[src/rtl/arq_seqn_if.sv]
// Header, payload and TX-decision signals between the link controller and
// the ARQ/SEQN engine. The master modport drives the engine's inputs; the
// slave modport is the engine itself.
interface arq_seqn_if;
    logic       pk_encode;
    logic [2:0] ms_lt_addr;
    logic       hec_endp;
    logic       dec_hecgood;
    logic       lt_addressed;
    logic       rx_arqn;
    logic       rx_flow;
    logic       rx_seqn;
    logic       pktype_data;
    logic       py_endp;
    logic       dec_crcgood;
    logic       tx_packet_st_p;
    logic       txpktype_data;
    logic       regi_txdatready;
    logic       regi_aclrxbufempty;
    logic       regi_flush_p;
    logic [2:0] regi_flush_lt;
    logic       txpk_seqn;
    logic       txpk_arqn;
    logic       txpk_flow;
    logic       sendnewpy;
    logic       newpy_int_p;
    logic [7:0] dec_arqn;
    logic [7:0] dec_flow;
    logic       rx_newpy_p;
    logic       rx_dup_p;
    logic [1:0] arq_state;

    modport master (
        output pk_encode, ms_lt_addr, hec_endp, dec_hecgood, lt_addressed,
               rx_arqn, rx_flow, rx_seqn, pktype_data, py_endp, dec_crcgood,
               tx_packet_st_p, txpktype_data, regi_txdatready,
               regi_aclrxbufempty, regi_flush_p, regi_flush_lt,
        input  txpk_seqn, txpk_arqn, txpk_flow, sendnewpy, newpy_int_p,
               dec_arqn, dec_flow, rx_newpy_p, rx_dup_p, arq_state
    );

    modport slave (
        input  pk_encode, ms_lt_addr, hec_endp, dec_hecgood, lt_addressed,
               rx_arqn, rx_flow, rx_seqn, pktype_data, py_endp, dec_crcgood,
               tx_packet_st_p, txpktype_data, regi_txdatready,
               regi_aclrxbufempty, regi_flush_p, regi_flush_lt,
        output txpk_seqn, txpk_arqn, txpk_flow, sendnewpy, newpy_int_p,
               dec_arqn, dec_flow, rx_newpy_p, rx_dup_p, arq_state
    );
endinterface

[src/rtl/arq_seqn_ctrl.sv]
// Per-LT_ADDR ARQ/SEQN engine for the ACL link. Tracks received ARQN/FLOW,
// judges received payloads (new / duplicate / CRC fail) to build the
// outgoing ARQN, and picks new-payload vs retransmit at each TX start.
module arq_seqn_ctrl #(
    parameter logic SEQN_INIT   = 1'b1,
    parameter logic RX_ARQN_RST = 1'b0
) (
    input  logic         clk_6M,
    input  logic         rstz,
    arq_seqn_if.slave    bus
);

    localparam logic [1:0] ST_IDLE    = 2'd0;
    localparam logic [1:0] ST_WAIT_PY = 2'd1;
    localparam logic [1:0] ST_ABORT   = 2'd2;

    // Per-LT state
    logic [7:0] seqn_tx_q,  seqn_tx_d;
    logic [7:0] seqn_old_q, seqn_old_d;
    logic [7:0] txarqn_q,   txarqn_d;
    logic [7:0] fresh_q,    fresh_d;
    logic [7:0] dec_arqn_q, dec_arqn_d;
    logic [7:0] dec_flow_q, dec_flow_d;

    // RX FSM and values latched from the header for the payload check
    logic [1:0] state_q,    state_d;
    logic       lat_seqn_q, lat_seqn_d;
    logic [2:0] lat_lt_q,   lat_lt_d;

    // Registered outputs
    logic txpk_seqn_q,   txpk_seqn_d;
    logic txpk_arqn_q,   txpk_arqn_d;
    logic txpk_flow_q,   txpk_flow_d;
    logic sendnewpy_q,   sendnewpy_d;
    logic newpy_int_q,   newpy_int_d;
    logic rx_newpy_q,    rx_newpy_d;
    logic rx_dup_q,      rx_dup_d;

    logic       tx_go_s;
    logic [2:0] lt_s;

    assign tx_go_s = bus.tx_packet_st_p & bus.pk_encode;
    assign lt_s    = bus.ms_lt_addr;

    // Next-state logic: TX decision first, then RX updates (RX wins over the
    // TX clear of dec_arqn), then flush last so its set-to-1 wins.
    always_comb begin
        seqn_tx_d   = seqn_tx_q;
        seqn_old_d  = seqn_old_q;
        txarqn_d    = txarqn_q;
        fresh_d     = fresh_q;
        dec_arqn_d  = dec_arqn_q;
        dec_flow_d  = dec_flow_q;
        state_d     = state_q;
        lat_seqn_d  = lat_seqn_q;
        lat_lt_d    = lat_lt_q;
        txpk_seqn_d = txpk_seqn_q;
        txpk_arqn_d = txpk_arqn_q;
        txpk_flow_d = txpk_flow_q;
        sendnewpy_d = sendnewpy_q;
        newpy_int_d = 1'b0;
        rx_newpy_d  = 1'b0;
        rx_dup_d    = 1'b0;

        // TX decision uses the registered (pre-flush) per-LT values
        if (tx_go_s) begin
            txpk_arqn_d    = txarqn_q[lt_s];
            txarqn_d[lt_s] = 1'b0;
            txpk_flow_d    = bus.regi_aclrxbufempty;
            if (!bus.txpktype_data) begin
                txpk_seqn_d = seqn_tx_q[lt_s];
                sendnewpy_d = 1'b0;
            end else if (lt_s == 3'd0) begin
                if (bus.regi_txdatready) begin
                    seqn_tx_d[0] = ~seqn_tx_q[0];
                    txpk_seqn_d  = ~seqn_tx_q[0];
                    sendnewpy_d  = 1'b1;
                    newpy_int_d  = 1'b1;
                end else begin
                    txpk_seqn_d = seqn_tx_q[0];
                    sendnewpy_d = 1'b0;
                end
            end else if (fresh_q[lt_s] && bus.regi_txdatready) begin
                txpk_seqn_d   = seqn_tx_q[lt_s];
                sendnewpy_d   = 1'b1;
                fresh_d[lt_s] = 1'b0;
                newpy_int_d   = 1'b1;
            end else if (dec_arqn_q[lt_s] && dec_flow_q[lt_s] && bus.regi_txdatready) begin
                seqn_tx_d[lt_s]  = ~seqn_tx_q[lt_s];
                txpk_seqn_d      = ~seqn_tx_q[lt_s];
                sendnewpy_d      = 1'b1;
                dec_arqn_d[lt_s] = 1'b0;
                newpy_int_d      = 1'b1;
            end else begin
                txpk_seqn_d = seqn_tx_q[lt_s];
                sendnewpy_d = 1'b0;
            end
        end else begin
            txpk_seqn_d = txpk_seqn_q;
        end

        // RX FSM
        case (state_q)
            ST_IDLE: begin
                if (!bus.pk_encode && bus.hec_endp) begin
                    if (bus.dec_hecgood) begin
                        if (bus.lt_addressed) begin
                            dec_arqn_d[lt_s] = bus.rx_arqn;
                            dec_flow_d[lt_s] = bus.rx_flow;
                            if (bus.pktype_data) begin
                                lat_seqn_d = bus.rx_seqn;
                                lat_lt_d   = lt_s;
                                state_d    = ST_WAIT_PY;
                            end else begin
                                state_d = ST_IDLE;
                            end
                        end else begin
                            state_d = ST_IDLE;
                        end
                    end else begin
                        // failed header is treated as a NAK
                        dec_arqn_d[lt_s] = 1'b0;
                    end
                end else begin
                    state_d = ST_IDLE;
                end
            end
            ST_WAIT_PY: begin
                if (!bus.pk_encode && bus.py_endp) begin
                    state_d = ST_IDLE;
                    if (lat_seqn_q == seqn_old_q[lat_lt_q]) begin
                        txarqn_d[lat_lt_q] = 1'b1;
                        rx_dup_d           = 1'b1;
                    end else if (bus.dec_crcgood) begin
                        txarqn_d[lat_lt_q]   = 1'b1;
                        seqn_old_d[lat_lt_q] = lat_seqn_q;
                        rx_newpy_d           = 1'b1;
                    end else begin
                        txarqn_d[lat_lt_q] = 1'b0;
                    end
                end else if (bus.tx_packet_st_p) begin
                    // our slot turned to TX before the payload ended
                    state_d = ST_ABORT;
                end else begin
                    state_d = ST_WAIT_PY;
                end
            end
            ST_ABORT: begin
                txarqn_d[lat_lt_q] = 1'b0;
                state_d            = ST_IDLE;
            end
            default: begin
                state_d = ST_IDLE;
            end
        endcase

        // Flush forces an ACK so the next TX moves on to a new payload
        if (bus.regi_flush_p) begin
            dec_arqn_d[bus.regi_flush_lt] = 1'b1;
            dec_flow_d[bus.regi_flush_lt] = 1'b1;
        end else begin
            dec_flow_d = dec_flow_d;
        end
    end

    // State and output registers with asynchronous reset
    always_ff @(posedge clk_6M or negedge rstz) begin
        if (!rstz) begin
            seqn_tx_q   <= {8{SEQN_INIT}};
            seqn_old_q  <= {8{~SEQN_INIT}};
            txarqn_q    <= 8'h00;
            fresh_q     <= 8'hFF;
            dec_arqn_q  <= {8{RX_ARQN_RST}};
            dec_flow_q  <= 8'hFF;
            state_q     <= ST_IDLE;
            lat_seqn_q  <= 1'b0;
            lat_lt_q    <= 3'd0;
            txpk_seqn_q <= SEQN_INIT;
            txpk_arqn_q <= 1'b0;
            txpk_flow_q <= 1'b1;
            sendnewpy_q <= 1'b0;
            newpy_int_q <= 1'b0;
            rx_newpy_q  <= 1'b0;
            rx_dup_q    <= 1'b0;
        end else begin
            seqn_tx_q   <= seqn_tx_d;
            seqn_old_q  <= seqn_old_d;
            txarqn_q    <= txarqn_d;
            fresh_q     <= fresh_d;
            dec_arqn_q  <= dec_arqn_d;
            dec_flow_q  <= dec_flow_d;
            state_q     <= state_d;
            lat_seqn_q  <= lat_seqn_d;
            lat_lt_q    <= lat_lt_d;
            txpk_seqn_q <= txpk_seqn_d;
            txpk_arqn_q <= txpk_arqn_d;
            txpk_flow_q <= txpk_flow_d;
            sendnewpy_q <= sendnewpy_d;
            newpy_int_q <= newpy_int_d;
            rx_newpy_q  <= rx_newpy_d;
            rx_dup_q    <= rx_dup_d;
        end
    end

    assign bus.txpk_seqn   = txpk_seqn_q;
    assign bus.txpk_arqn   = txpk_arqn_q;
    assign bus.txpk_flow   = txpk_flow_q;
    assign bus.sendnewpy   = sendnewpy_q;
    assign bus.newpy_int_p = newpy_int_q;
    assign bus.dec_arqn    = dec_arqn_q;
    assign bus.dec_flow    = dec_flow_q;
    assign bus.rx_newpy_p  = rx_newpy_q;
    assign bus.rx_dup_p    = rx_dup_q;
    assign bus.arq_state   = state_q;

endmodule

[src/flat_wrapper.sv]
// flat-port wrapper written by rule: the top's interface ports become plain ports
module arq_seqn_ctrl_flat 
#(
    parameter logic SEQN_INIT   = 1'b1,
    parameter logic RX_ARQN_RST = 1'b0
)
  (clk_6M, rstz, bus_pk_encode, bus_ms_lt_addr, bus_hec_endp, bus_dec_hecgood, bus_lt_addressed, bus_rx_arqn, bus_rx_flow, bus_rx_seqn, bus_pktype_data, bus_py_endp, bus_dec_crcgood, bus_tx_packet_st_p, bus_txpktype_data, bus_regi_txdatready, bus_regi_aclrxbufempty, bus_regi_flush_p, bus_regi_flush_lt, bus_txpk_seqn, bus_txpk_arqn, bus_txpk_flow, bus_sendnewpy, bus_newpy_int_p, bus_dec_arqn, bus_dec_flow, bus_rx_newpy_p, bus_rx_dup_p, bus_arq_state);
  arq_seqn_if bus_i ();
  input  logic clk_6M;
  input  logic rstz;
  input wire logic [$bits(bus_i.pk_encode)-1:0] bus_pk_encode;
  input wire logic [$bits(bus_i.ms_lt_addr)-1:0] bus_ms_lt_addr;
  input wire logic [$bits(bus_i.hec_endp)-1:0] bus_hec_endp;
  input wire logic [$bits(bus_i.dec_hecgood)-1:0] bus_dec_hecgood;
  input wire logic [$bits(bus_i.lt_addressed)-1:0] bus_lt_addressed;
  input wire logic [$bits(bus_i.rx_arqn)-1:0] bus_rx_arqn;
  input wire logic [$bits(bus_i.rx_flow)-1:0] bus_rx_flow;
  input wire logic [$bits(bus_i.rx_seqn)-1:0] bus_rx_seqn;
  input wire logic [$bits(bus_i.pktype_data)-1:0] bus_pktype_data;
  input wire logic [$bits(bus_i.py_endp)-1:0] bus_py_endp;
  input wire logic [$bits(bus_i.dec_crcgood)-1:0] bus_dec_crcgood;
  input wire logic [$bits(bus_i.tx_packet_st_p)-1:0] bus_tx_packet_st_p;
  input wire logic [$bits(bus_i.txpktype_data)-1:0] bus_txpktype_data;
  input wire logic [$bits(bus_i.regi_txdatready)-1:0] bus_regi_txdatready;
  input wire logic [$bits(bus_i.regi_aclrxbufempty)-1:0] bus_regi_aclrxbufempty;
  input wire logic [$bits(bus_i.regi_flush_p)-1:0] bus_regi_flush_p;
  input wire logic [$bits(bus_i.regi_flush_lt)-1:0] bus_regi_flush_lt;
  output wire logic [$bits(bus_i.txpk_seqn)-1:0] bus_txpk_seqn;
  output wire logic [$bits(bus_i.txpk_arqn)-1:0] bus_txpk_arqn;
  output wire logic [$bits(bus_i.txpk_flow)-1:0] bus_txpk_flow;
  output wire logic [$bits(bus_i.sendnewpy)-1:0] bus_sendnewpy;
  output wire logic [$bits(bus_i.newpy_int_p)-1:0] bus_newpy_int_p;
  output wire logic [$bits(bus_i.dec_arqn)-1:0] bus_dec_arqn;
  output wire logic [$bits(bus_i.dec_flow)-1:0] bus_dec_flow;
  output wire logic [$bits(bus_i.rx_newpy_p)-1:0] bus_rx_newpy_p;
  output wire logic [$bits(bus_i.rx_dup_p)-1:0] bus_rx_dup_p;
  output wire logic [$bits(bus_i.arq_state)-1:0] bus_arq_state;
  assign bus_i.pk_encode = bus_pk_encode;
  assign bus_i.ms_lt_addr = bus_ms_lt_addr;
  assign bus_i.hec_endp = bus_hec_endp;
  assign bus_i.dec_hecgood = bus_dec_hecgood;
  assign bus_i.lt_addressed = bus_lt_addressed;
  assign bus_i.rx_arqn = bus_rx_arqn;
  assign bus_i.rx_flow = bus_rx_flow;
  assign bus_i.rx_seqn = bus_rx_seqn;
  assign bus_i.pktype_data = bus_pktype_data;
  assign bus_i.py_endp = bus_py_endp;
  assign bus_i.dec_crcgood = bus_dec_crcgood;
  assign bus_i.tx_packet_st_p = bus_tx_packet_st_p;
  assign bus_i.txpktype_data = bus_txpktype_data;
  assign bus_i.regi_txdatready = bus_regi_txdatready;
  assign bus_i.regi_aclrxbufempty = bus_regi_aclrxbufempty;
  assign bus_i.regi_flush_p = bus_regi_flush_p;
  assign bus_i.regi_flush_lt = bus_regi_flush_lt;
  assign bus_txpk_seqn = bus_i.txpk_seqn;
  assign bus_txpk_arqn = bus_i.txpk_arqn;
  assign bus_txpk_flow = bus_i.txpk_flow;
  assign bus_sendnewpy = bus_i.sendnewpy;
  assign bus_newpy_int_p = bus_i.newpy_int_p;
  assign bus_dec_arqn = bus_i.dec_arqn;
  assign bus_dec_flow = bus_i.dec_flow;
  assign bus_rx_newpy_p = bus_i.rx_newpy_p;
  assign bus_rx_dup_p = bus_i.rx_dup_p;
  assign bus_arq_state = bus_i.arq_state;
  arq_seqn_ctrl #(.SEQN_INIT(SEQN_INIT), .RX_ARQN_RST(RX_ARQN_RST)) u_core (.clk_6M(clk_6M), .rstz(rstz), .bus(bus_i));
endmodule
[config.mk]
export PLATFORM = sky130hd
export DESIGN_NAME = arq_seqn_ctrl_flat
export DESIGN_NICKNAME = d
export VERILOG_FILES = /design/src/rtl/arq_seqn_if.sv /design/src/rtl/arq_seqn_ctrl.sv /design/src/flat_wrapper.sv
export SDC_FILE = /design/constraint.sdc
export NUM_CORES = 1
export LEC_CHECK = 0
export CORE_ASPECT_RATIO = 1.1
export CORE_MARGIN = 5
export CORE_UTILIZATION = 50
export CTS_CLUSTER_DIAMETER = 120
export DETAILED_ROUTE_END_ITERATION = 10
export GPL_TIMING_DRIVEN = 0
export PLACE_DENSITY_LB_ADDON = 0.1
export SLEW_MARGIN = 20
export SYNTH_ARGS = -nofsm -noshare
export SYNTH_HDL_FRONTEND = slang
export SYNTH_SLANG_ARGS = --single-unit
[constraint.sdc]
create_clock -name clk_6M -period 1.8 [get_ports clk_6M]
set_input_delay 0.36 -clock clk_6M [delete_from_list [all_inputs] [get_ports clk_6M]]
set_output_delay 0.36 -clock clk_6M [all_outputs]
set_load 0.01 [all_outputs]
==> impl_summary.log <==
[metrics] number of port buffers: 47
[metrics] antenna violations before repair: 0
[metrics] Detail Route Antenna Nets: 0
[metrics] Crit path required time: 2.02 ns
[metrics] starting DRC count in detailed routing: 238
[metrics] CP Launch Type: flop
[metrics] outcome: finished with violations
[metrics] average via count per standard cell: 6.164
[metrics] clock-pin slew on the worst setup and hold paths: 0.07 ns
[metrics] Static Leak: 2.069 nW
[metrics] die width: 91.60 um
[metrics] Total Wirelength: 11110 um
[metrics] H-Tree Depth: 3
[metrics] Setup Viol. Count Final: 29
[metrics] Final TNS setup: -2.163 ns
[metrics] mux cell area share after synthesis: 10.63%
[metrics] cell accounting for the most synthesized area: dfrtp_1
[metrics] maximum ir drop on the vdd rail: 0.5778 mV
[metrics] worst path bufs/invs: 3
[metrics] Post-synth EDFFs: 0
[metrics] Cell Chain, Critical Path: buf_8 -> or4bb_4 -> o21ai_4 -> a211oi_4 -> buf_6 -> buf_6 -> o2111ai_1 -> o311ai_1
[metrics] number of standard cells after synthesis: 378
[metrics] Setup CP Type: reg -> reg
[metrics] total standard cell area after synthesis: 3662 sq um
[metrics] sequential-to-total area share from yosys stat: 42.57%
[metrics] largest net degree at the start of global routing: 37
[metrics] final weighted congestion in routability-driven placement: 0.9029
[metrics] Chip Height: 99.76 um
[metrics] most used standard cells in the synthesized netlist: 38 x o21ai_0, 35 x dfrtp_1, 34 x nand2_1
[metrics] Hold Worst Slack: 0.4033 ns
[metrics] fraction of registers with async set or reset after synthesis: 100.0%
[metrics] placed cell areas: 4344 sq um
[metrics] most common flop cell mapped by yosys: dfrtp_1
[metrics] via count of the first global-routing pass: 3448
[metrics] failing checks: negative setup slack
[metrics] maximum number of buffers from clock root to sink: 2
[metrics] data arrival time at the worst-slack endpoint: 2.19 ns
[metrics] Final Skew: 0.005335 ns
[metrics] transition time at the pin with the least slew margin: 0.5000 ns
[metrics] RSZ-0062 raised after global routing: yes
[metrics] power density relative to cell area: 848.9 nW/um^2
[metrics] count of max-cap constraint violations: 0
[metrics] max_slew headroom: 66.67%
[metrics] global-route wire length before repair: 17460 um
[metrics] delay contributed by the slowest stage of the critical path: 0.53 ns
[metrics] Worst Slack Setup Final: -0.1728 ns
[metrics] final hold vios: 0
[metrics] number of distinct library cell variants in the gate-level netlist after synthesis: 67
[metrics] synthesized-area fraction occupied by ao, oa, aoi and oai cells: 22.34%
[metrics] element type at the critical path end: flop
[metrics] Antenna Cells: 0
[metrics] share of post-route cells with drive strength above 1: 38.03%
[metrics] total congestion overflow after global routing: 0
[metrics] combinational family with the most area after synthesis: compound AO/OA/AOI/OAI gates
[metrics] cells taking the most area after synthesis: dfrtp_1 24%, dfstp_2 19%, o21ai_0 5.2%
[metrics] Worst Path Max Fanout: 6
[metrics] simple-gate area share of the yosys netlist: 18.72%
[metrics] mean cell area of the mapped netlist: 9.689 sq um
[metrics] gate family responsible for the most delay along the worst path: simple AND/OR/NAND/NOR gates
[metrics] final cell area excluding filler cells: 5215 sq um
[metrics] Top Ports: 48
[metrics] number of vias in the routed layout: 3458
[metrics] post-layout net count: 497
[metrics] Worst-Skew Late Latency: 0.35 ns
[metrics] number of synthesis warnings: 0
[metrics] effective utilization at floorplan: 51.68%
[metrics] root cell of the clock tree: clkbuf_8
[metrics] number of pins exceeding their max-slew limit in the final report: 0
[metrics] path class of the lowest-slack min-delay path: in -> reg
[metrics] number of placement rows: 32
[metrics] area share of the largest cell type after synthesis: 23.92%
[metrics] CP max-delay cell: or4bb_4
[metrics] minimum clock period: 1.973 ns
[metrics] first drt pass iteration count: 4
[metrics] xor and xnor area share after synthesis: 0.7175%
[metrics] Placeable Area: 7087 sq um
[metrics] synthesis-to-layout area growth: 42.40%
[metrics] half-perimeter wire length after detailed placement: 7542 um
[metrics] Routed wire per std cell: 19.80 um
[metrics] DRC viols: 0
[metrics] most repeated cell in the gate-level netlist after synthesis: o21ai_0
[metrics] number of synthesized register bits: 61
[metrics] global-route usage over all layers: 24.21%
[metrics] synthesized netlist net count: 404
[metrics] area enclosed by the die boundary: 9138 sq um
[metrics] portion of the clock cycle consumed by the worst path in the final layout: 109.6%
[metrics] clock sink count: 61
[metrics] adder and majority cell fraction of the synthesized area: 1.025%
[metrics] CTS Buf Count: 9
[metrics] most used cell, CP: buf_6
[metrics] maximum clock frequency: 506.9 MHz
[metrics] TritonCTS clock tree: done
==> metal layers <==
metal	vias to the layer above	part of all wire, %	track usage (%)
met2	94	54	42.89
li1	1618	-	-
met5	-	0	0
met1	1722	40	28.37
met4	0	2.3	9.397
met3	24	4.3	5.522
==> final timing paths <==
| kind | slack, ns | cells past startpoint | to | start |
|---|---|---|---|---|
| hold / removal | 0.40 | 3 | u_core.bus.arq_state[1] | bus_tx_packet_st_p |
| hold reg to reg | 0.45 | 1 | u_core.fresh_q[0] | u_core.fresh_q[0] |
| setup reg to reg | -0.17 | 8 | u_core.txarqn_q[7] | u_core.lat_lt_q[1] |
| max in group asynchronous | 0.76 | 3 | u_core.bus.txpk_flow | rstz |
| setup / recovery | -0.17 | 8 | u_core.txarqn_q[7] | u_core.lat_lt_q[1] |
| min in group asynchronous | 0.47 | 2 | u_core.bus.dec_arqn[7] | rstz |
==> flip-flops by register name, summed over array words and instances (netlist names) <==
name,flops
u_core.txarqn_q,8
u_core.bus.txpk_arqn,1
u_core.bus.txpk_flow,1
u_core.fresh_q,8
u_core.seqn_tx_q,8
u_core.bus.arq_state,2
u_core.seqn_old_q,8
u_core.bus.dec_flow,8
u_core.bus.newpy_int_p,1
u_core.lat_lt_q,3
u_core.bus.sendnewpy,1
u_core.bus.rx_dup_p,1
u_core.bus.txpk_seqn,1
u_core.bus.rx_newpy_p,1
u_core.lat_seqn_q,1
u_core.bus.dec_arqn,8
==> area by class of cell <==
| cell class | count | area, sq um |
|---|---|---|
| Multi-Input combinational cell | 285 | 2360 |
| Fill cell | 503 | 1872 |
| Sequential cell | 61 | 1560 |
| Timing Repair Buffer | 85 | 777.0 |
| Buffer | 18 | 156.4 |
| Clock buffer | 10 | 127.6 |
| Tap cell | 85 | 106.4 |
| Clock inverter | 6 | 86.33 |
| Inverter | 11 | 41.29 |
==> cell families after synthesis <==
logic type,Yosys count
adder cells (fa/ha/maj),3
AND/OR/NAND/NOR,131
XOR/XNOR,3
buffers and inverters,32
multiplexers,31
flip-flops,61
AO/OA/AOI/OAI,117
==> cells in the final DEF, fill, tap and decap left out, types with 9 or more instances in the layout <==
cell type and n:
a21oi_1 11, buf_4 34, clkbuf_8 9, clkdlybuf4s50_1 32, dfrtp_1 34, dfstp_2 26, inv_1 9, mux2_2 12
mux2i_1 9, nand2_1 32, nand2b_1 11, nor2_1 29, o21a_1 9, o21ai_0 20, o21ai_2 9
==> worst min-delay path, cell delays in order <==
cell and delay (ns):
dlymetal6s2s_1 0.17, o2111ai_1 0.10, o31ai_1 0.08
==> repair_timing <==
action,4_1_cts,5_1_grt
setup buffers,12,22
gates cloned,1,1
setup endpoints to repair,57,48
hold buffers,1,0
pin swaps,19,18
resized for setup,79,43
hold endpoints to repair,21,0
==> metrics by stage <==
| step | power [mW] | cells | util [%] | setup WS [ns] |
|---|---|---|---|---|
| global placement | 2.735 | 510 | 61.05 | -1.568 |
| global route | 4.632 | 561 | 73.59 | -0.2600 |
| finish | 4.427 | 561 | 73.59 | -0.1728 |
| CTS | 4.250 | 539 | 68.98 | -0.1968 |
| floorplan | 2.379 | 378 | - | -0.07188 |
| detailed placement | 2.764 | 511 | 61.30 | -0.9384 |
==> where the power goes <==
group,leakage (nW),switching [mW],internal [mW]
sequential,0.678,0.0948,1.54
combinational,1.28,0.781,0.653
clock,0.107,0.576,0.780
Note: power is estimated with default switching activity, not from simulation.
